==> config.mk <==
export PLATFORM = sky130hd
export DESIGN_NAME = mcs6530_timer
export DESIGN_NICKNAME = d
export VERILOG_FILES = /design/src/rtl/mcs6530_pkg.sv /design/src/rtl/mcs6530_prescaler.sv /design/src/rtl/mcs6530_timer.sv
export SDC_FILE = /design/constraint.sdc
export NUM_CORES = 1
export LEC_CHECK = 0
export CORE_ASPECT_RATIO = 0.6
export CORE_UTILIZATION = 25
export DETAILED_ROUTE_END_ITERATION = 7
export GPL_TIMING_DRIVEN = 0
export PLACE_DENSITY = 0.42
export REMOVE_ABC_BUFFERS = 1
export SETUP_SLACK_MARGIN = 0.5
export SLEW_MARGIN = 20
export SYNTH_ARGS = -nofsm -noshare
export SYNTH_HDL_FRONTEND = slang
export SYNTH_HIERARCHICAL = 1
export SYNTH_SLANG_ARGS = --single-unit
==> constraint.sdc <==
create_clock -name phi2 -period 2.67 [get_ports phi2]
set_input_delay 0.6675 -clock phi2 [delete_from_list [all_inputs] [get_ports phi2]]
set_output_delay 0.6675 -clock phi2 [all_outputs]
set_load 0.02 [all_outputs]
==> src/rtl/mcs6530_pkg.sv <==
// Shared types and constants for the MCS6530 interval timer.
package mcs6530_pkg;

    localparam int unsigned COUNT_W = 8;
    localparam int unsigned PRESC_W = 10;
    localparam int unsigned ADDR_W  = 4;

    typedef enum logic [1:0] {
        DIV_1    = 2'b00,
        DIV_8    = 2'b01,
        DIV_64   = 2'b10,
        DIV_1024 = 2'b11
    } div_sel_t;

    localparam logic [PRESC_W-1:0] RELOAD_1    = 10'd0;
    localparam logic [PRESC_W-1:0] RELOAD_8    = 10'd7;
    localparam logic [PRESC_W-1:0] RELOAD_64   = 10'd63;
    localparam logic [PRESC_W-1:0] RELOAD_1024 = 10'd1023;

    localparam int unsigned TMR_RD_COUNT = 0;
    localparam int unsigned TMR_RD_FLAG  = 1;
    localparam int unsigned TMR_IE_BIT   = 3;

    // Prescaler reload value (divisor - 1) for a divider selection.
    function automatic logic [PRESC_W-1:0] reload_of(input div_sel_t sel);
        logic [PRESC_W-1:0] r;
        case (sel)
            DIV_1:   r = RELOAD_1;
            DIV_8:   r = RELOAD_8;
            DIV_64:  r = RELOAD_64;
            default: r = RELOAD_1024;
        endcase
        return r;
    endfunction

endpackage

==> src/rtl/mcs6530_prescaler.sv <==
// Reloadable 10-bit prescaler producing the timer tick.
module mcs6530_prescaler
    import mcs6530_pkg::*;
(
    input  logic       phi2,
    input  logic       rst_n,
    input  logic       load,
    input  logic [1:0] load_sel,
    input  logic [1:0] div_sel,
    input  logic       force_tick,
    output logic       tick_c
);

    logic [PRESC_W-1:0] presc;
    logic [PRESC_W-1:0] presc_nxt;

    assign tick_c = (presc == '0) | force_tick;

    // Next prescaler value: a write reloads for the new divider, a tick reloads for the current one.
    always_comb begin
        presc_nxt = presc - PRESC_W'(1);
        if (load) begin
            presc_nxt = reload_of(div_sel_t'(load_sel));
        end else if (tick_c) begin
            presc_nxt = reload_of(div_sel_t'(div_sel));
        end
    end

    // Prescaler register.
    always_ff @(posedge phi2) begin
        if (!rst_n) begin
            presc <= RELOAD_1024;
        end else begin
            presc <= presc_nxt;
        end
    end

endmodule

==> src/rtl/mcs6530_timer.sv <==
// MCS6530 interval timer: down-counter, interrupt flag and PB7 IRQ drive.
module mcs6530_timer
    import mcs6530_pkg::*;
#(
    parameter int IRQ_ON_PB7 = 1
) (
    input  logic       phi2,
    input  logic       rst_n,
    input  logic       wr_en,
    input  logic       rd_en,
    input  logic [3:0] addr,
    input  logic [7:0] wdata,
    output logic [7:0] rdata,
    output logic       irq,
    output logic       irq_en
);

    logic [COUNT_W-1:0] count;
    logic [COUNT_W-1:0] count_nxt;
    div_sel_t           div_sel;
    div_sel_t           div_sel_nxt;
    logic               ie;
    logic               ie_nxt;
    logic               flag;
    logic               flag_nxt;
    logic               fast;
    logic               fast_nxt;
    logic               tick_c;
    logic               rd_count_c;
    logic               sel_flag_c;
    logic               addr_unused;

    assign addr_unused = addr[2];
    assign sel_flag_c  = (addr[0] == 1'(TMR_RD_FLAG));
    assign rd_count_c  = rd_en & (addr[0] == 1'(TMR_RD_COUNT));

    mcs6530_prescaler u_presc (
        .phi2       (phi2),
        .rst_n      (rst_n),
        .load       (wr_en),
        .load_sel   (addr[1:0]),
        .div_sel    (div_sel),
        .force_tick (fast),
        .tick_c     (tick_c)
    );

    // Next timer state: write wins, an underflow set beats a same-cycle clearing read.
    always_comb begin
        count_nxt   = count;
        div_sel_nxt = div_sel;
        ie_nxt      = ie;
        flag_nxt    = flag;
        fast_nxt    = fast;
        if (wr_en) begin
            count_nxt   = wdata;
            div_sel_nxt = div_sel_t'(addr[1:0]);
            ie_nxt      = addr[TMR_IE_BIT];
            flag_nxt    = 1'b0;
            fast_nxt    = 1'b0;
        end else begin
            if (rd_count_c) begin
                ie_nxt   = addr[TMR_IE_BIT];
                flag_nxt = 1'b0;
            end
            if (tick_c) begin
                count_nxt = count - COUNT_W'(1);
                if (count == '0) begin
                    flag_nxt = 1'b1;
                    fast_nxt = 1'b1;
                end
            end
        end
    end

    // Timer state registers.
    always_ff @(posedge phi2) begin
        if (!rst_n) begin
            count   <= '1;
            div_sel <= DIV_1024;
            ie      <= 1'b0;
            flag    <= 1'b0;
            fast    <= 1'b0;
        end else begin
            count   <= count_nxt;
            div_sel <= div_sel_nxt;
            ie      <= ie_nxt;
            flag    <= flag_nxt;
            fast    <= fast_nxt;
        end
    end

    assign rdata  = sel_flag_c ? {flag, 7'b0} : count;
    assign irq    = ~(flag & ie);
    assign irq_en = 1'(IRQ_ON_PB7 != 0);

endmodule
# [Yosys cells after proc, flatten, opt, wreduce, memory -nomap -nowiden]
# Cells that the tools add are included.
[totals] ff_bits=23 inputBits=16 out_inout_bits=10 wordCells=38
[classes] add_sub_neg=2 eq_ne=4 muxes=12 n_bitwise=6 n_reduce_logical=8
[ops] operator="$pmux 10 s3" count=2
[ops] operator="$mux 8" count=3
[ops] operator="$mux 10" count=2
[ops] operator="$logic_not 10->1" count=1
[ops] operator="$sub 10x1->10 const B" count=1
[ops] operator="$logic_not 8->1" count=1
[ops] operator="$sub 8x1->8 const B" count=1
[ops] operator="$mux 1" count=5
[ops] operator="$eq 2x1->1 const B" count=2
[ops] operator="$eq 2x2->1 const B" count=2
[ops] operator="$logic_not 2->1" count=2
[ops] operator="$reduce_bool 2->1" count=2
[ops] operator="$not 1->1" count=3
[ops] operator="$and 1x1->1" count=2
[ops] operator="$reduce_and 2->1" count=1
[ops] operator="$reduce_or 2->1" count=1
[ops] operator="$or 1x1->1" count=1

# [Logic depth before layout (Yosys ltp)]
[depth] depth_word=5 ltp_mapped=9

# [Modules after synthesis]
# Netlist, hierarchy kept.
[modules_own_cells] module="mcs6530_timer" n_inst=1 cells_each=89 area_per_inst_um2=744.5
[modules_own_cells] module="mcs6530_prescaler" n_inst=1 cells_each=68 area_per_inst_um2=598.1

# [Worst setup path before layout]
# OpenSTA, ideal clock, no wires.
[synth_path] path_kind="register to register" from="register u_presc.presc[0]" to="register count[5]" setup_ns=0.091 arrival_ns=2.328 required_time_ns=2.579 path_slack_ns=0.251 path_stages_with_launch=10 synth_period_minus_slack_ns=2.419 path_cell_list="dfxtp_1 > inv_1 > ha_1 > nor3b_1 > a31oi_2 > inv_2 > or4b_1 > buf_2 > o311a_1 > a311oi_1"
[synth_via] elab_chain_cells=3
[synth_lines] item="start, declared" line_no="mcs6530_prescaler.sv:14" rtl="logic [PRESC_W-1:0] presc;"
[synth_lines] item="start signal, assigned" line_no="mcs6530_prescaler.sv:34" rtl="presc <= presc_nxt;"
[synth_lines] item="$logic_not 10->1" line_no="mcs6530_prescaler.sv:17" rtl="assign tick_c = (presc == '0) | force_tick;"
[synth_lines] item="$or 1x1->1" line_no="mcs6530_prescaler.sv:17"
[synth_lines] item="named net tick_c" line_no="mcs6530_timer.sv:28" rtl="logic tick_c;"
[synth_lines] item="$reduce_bool 2->1 (no line)"
[synth_lines] item="end signal, assigned" line_no="mcs6530_timer.sv:84" rtl="count <= count_nxt;"
[synth_lines] item="end, declared" line_no="mcs6530_timer.sv:18" rtl="logic [COUNT_W-1:0] count;"
# The timed path passes the listed nets, and every way through them passes these cells.
# A chain may end at the register's enable or synchronous reset.

# [Final worst setup path]
[layout_path] from="register u_presc.presc[1]" to="register count[7]"
# The elaborated chain is that of the path after synthesis.

==> results.ini <==
[outcome]
outcome=complete, no violations

[finish]
n_antenna_cell=0
sequential_cell_area_um2=463
multi_input_comb_area_um2=838
final.fill_count=547
fin_nets=199
drive_gt1_frac=0.161
syn2layout_area_growth_pct=28.4

[sta]
fmax_ghz=0.478
setup_slack_ns=0.580
timing_worst_slew_pin_value_ns=0.656
rsz0062_at_grt=false
final_max_slew_viol_count=0
fin_hold_viols=0
fin_setup_tns_ns=0
relative_slew_margins=0.563
timing.final.crit_share=0.783
final.setup_skew_ns=0.00256
final.min_clock_period_ns=2.09
final-setup-viol-count=0

[global_route]
number_of_global_route_vias_before_repair=1080
global_route_wire_length_before_repair_um=5500
pin_count_of_the_biggest_net_entering_global_routing=34
overflow_left_after_global_routing=0
grt.total_usage=0.125
antenna_found_initial=0

[clock_network]
cts_inserted_buffers=3
worstSkewPairLatency_ns=0.26
cts_hold_buf=0
ctsRootBufferMaster=sky130_fd_sc_hd__clkbuf_8
cts_tree=built
cts_num_sinks=23
cts-htree-levels=1
post_cts_clock_slew_at_the_launch_and_capture_registers_of_the_worst_setup_and_hold_paths_ns=0.08
cts-root-to-sink-buffers=2

[synth]
synth-warning-count=6
post_synth_num_cell_types=54
cells_after_synth=157
synth_seq_cells=23
yosysSeqAreaShare=0.343
synth_top_flop_cell=sky130_fd_sc_hd__dfxtp_1
syn_avg_cell_area_um2=8.55
async_flop_share=0
synth.cell_area_um2=1340
number_of_enable_type_register_cells_in_the_synthesized_netlist=0

[placement]
place_hpwl_um=2380
preCtsSetupSlack_ns=-0.404
portBuffers=23
routabilityCongestion=0.739

[drt]
first_pass_iters=4
drc=0
final_antenna_net_count=0
drt_iter0_markers=49
avgRoutedWirePerCell_um=14.0
detail_route.vias_per_cell=4.77
routed_wl_um=3440
routed-via-count=1174

[worst_hold_path]
hold_path_end=ie
worstHoldPathType=register to register
worst_hold_startpoint=ie
timing.hold.worst_path_depth=2

[critical_path]
r2r-end=count[7]
r2r_start=u_presc/presc[1]
timing.reg2reg.worst_path_depth=8
worst_setup_path_end_kind=register
cp_data_required_time_ns=2.83
worstSetupPathType=register to register
path_max_fanout=3
worstPathArrival_ns=2.25
startpoint_type=register
regToRegSetupSlack_ns=0.58

[die]
top_level_ports=26
placement_rows=20
floorplan.core_area_um2=5100
die_height_um=58.8
die_area_um2=5680
initial_utilization=0.263
die_w_um=96.6

[power_and_ir_drop]
p_leak_uw=0.000687
pwr_density_cell_nw_per_um2=431
vdd_drop_max_mv=0.161

[run]
drv_cap=0

## kinds of logic (layout without fill, tap and decap cells)
logic type               after synthesis  after routing  synth area share
AO/OA/AOI/OAI                         40             40             0.221
XOR/XNOR                               6              6            0.0391
adder cells (fa/ha/maj)                2              2            0.0186
buffers and inverters                 19             42            0.0662
flip-flops                            23             23             0.343
multiplexers                           4              4            0.0308
other                                  1              1           0.00279
AND/OR/NAND/NOR                       62             62             0.279
## worst max-delay path: stages (launching register included)
cell	delay [ns]
sky130_fd_sc_hd__dfxtp_1	0.31
sky130_fd_sc_hd__inv_1	0.09
sky130_fd_sc_hd__ha_4	0.15
sky130_fd_sc_hd__nor3b_4	0.24
sky130_fd_sc_hd__a31oi_4	0.14
sky130_fd_sc_hd__inv_4	0.07
sky130_fd_sc_hd__or4b_4	0.50
sky130_fd_sc_hd__buf_4	0.18
sky130_fd_sc_hd__o311a_1	0.31
## metrics by stage
stage	instance area [um2]	cells	power, uW	util	hold WS (ns)
4_1_cts	1710	244	758	0.334	0.507
5_1_grt	1720	246	784	0.338	0.535
2_1_floorplan	1280	146	464	-	0.458
6_report	1720	246	742	0.338	0.505
3_3_place_gp	1600	235	529	0.313	0.486
3_5_place_dp	1600	235	532	0.313	0.487
## cell usage in the layout, fill, tap and decap left out, drive strengths merged, types with 3 or more instances in the layout
cell type / count
dfxtp: 23
nor2: 12
clkdlybuf4s50: 12
nand2: 10
o21ai: 10
nor2b: 8
nand3b: 8
buf: 8
inv: 8
nor3: 7
dlygate4sd2: 7
clkbuf: 6
nor4: 5
xor2: 4
a21oi: 4
o21a: 3
o211ai: 3
o311a: 3
mux2i: 3
a311oi: 3
a21o: 3
## worst max-delay path by stage
stage	startpoint	to	depth (start not counted)
3_5_place_dp	addr[0]	rdata[7]	3
3_3_place_gp	addr[0]	rdata[7]	3
5_1_grt	u_presc/presc[1]	count[7]	8
6_report	u_presc/presc[1]	count[7]	8
2_1_floorplan	u_presc/presc[0]	count[5]	8
4_1_cts	addr[0]	rdata[7]	3
## Yosys cell counts (4+ instances only)
cell type / number / area [um2]
sky130_fd_sc_hd__dfxtp_1: 23 / 460
sky130_fd_sc_hd__xor2_1: 4 / 35.0
sky130_fd_sc_hd__nand3b_1: 8 / 60.1
sky130_fd_sc_hd__inv_1: 7 / 26.3
sky130_fd_sc_hd__o21ai_0: 7 / 35.0
sky130_fd_sc_hd__nor3_1: 7 / 35.0
sky130_fd_sc_hd__nor2_1: 12 / 45.0
sky130_fd_sc_hd__nor2b_1: 8 / 50.1
sky130_fd_sc_hd__a21oi_1: 4 / 20.0
sky130_fd_sc_hd__clkbuf_1: 4 / 15.0
sky130_fd_sc_hd__nand2_1: 10 / 37.5
## where the power goes
part	switching [uW]	internal, uW
clock network	113	107
registers	29.2	365
logic	64.4	64.1
total	206	536
## area by class of cell
cell class                 instances  share of cell area
clock buffer                       4              0.0261
inverter                           8              0.0189
multi-input combinational        115               0.486
sequential                        23               0.269
tap                               66              0.0479
timing repair buffer              30               0.152
## flip-flops by register name, indices dropped and copies added, names as in the netlist
register and cells:
flag 1, ie 1, div_sel 2, count 8, u_presc/presc 10, fast 1
## metal layers
metal | wire length [um] | global-route usage | vias up
li1 | - | - | 604
met5 | 0 | 0 | -
met2 | 1420 | 0.190 | 15
met4 | 31 | 0.0320 | 0
met1 | 1890 | 0.181 | 553
met3 | 92 | 0.0273 | 2
## timing repair
| action | in CTS | in global routing |
|---|---|---|
| cloned | 0 | 0 |
| pin swaps | 2 | 2 |
| setup buffers | 5 | 2 |
| endpoints found under the setup margin | 25 | 8 |
| resized for setup | 26 | 7 |
Power figures use the tool's default switching activity.
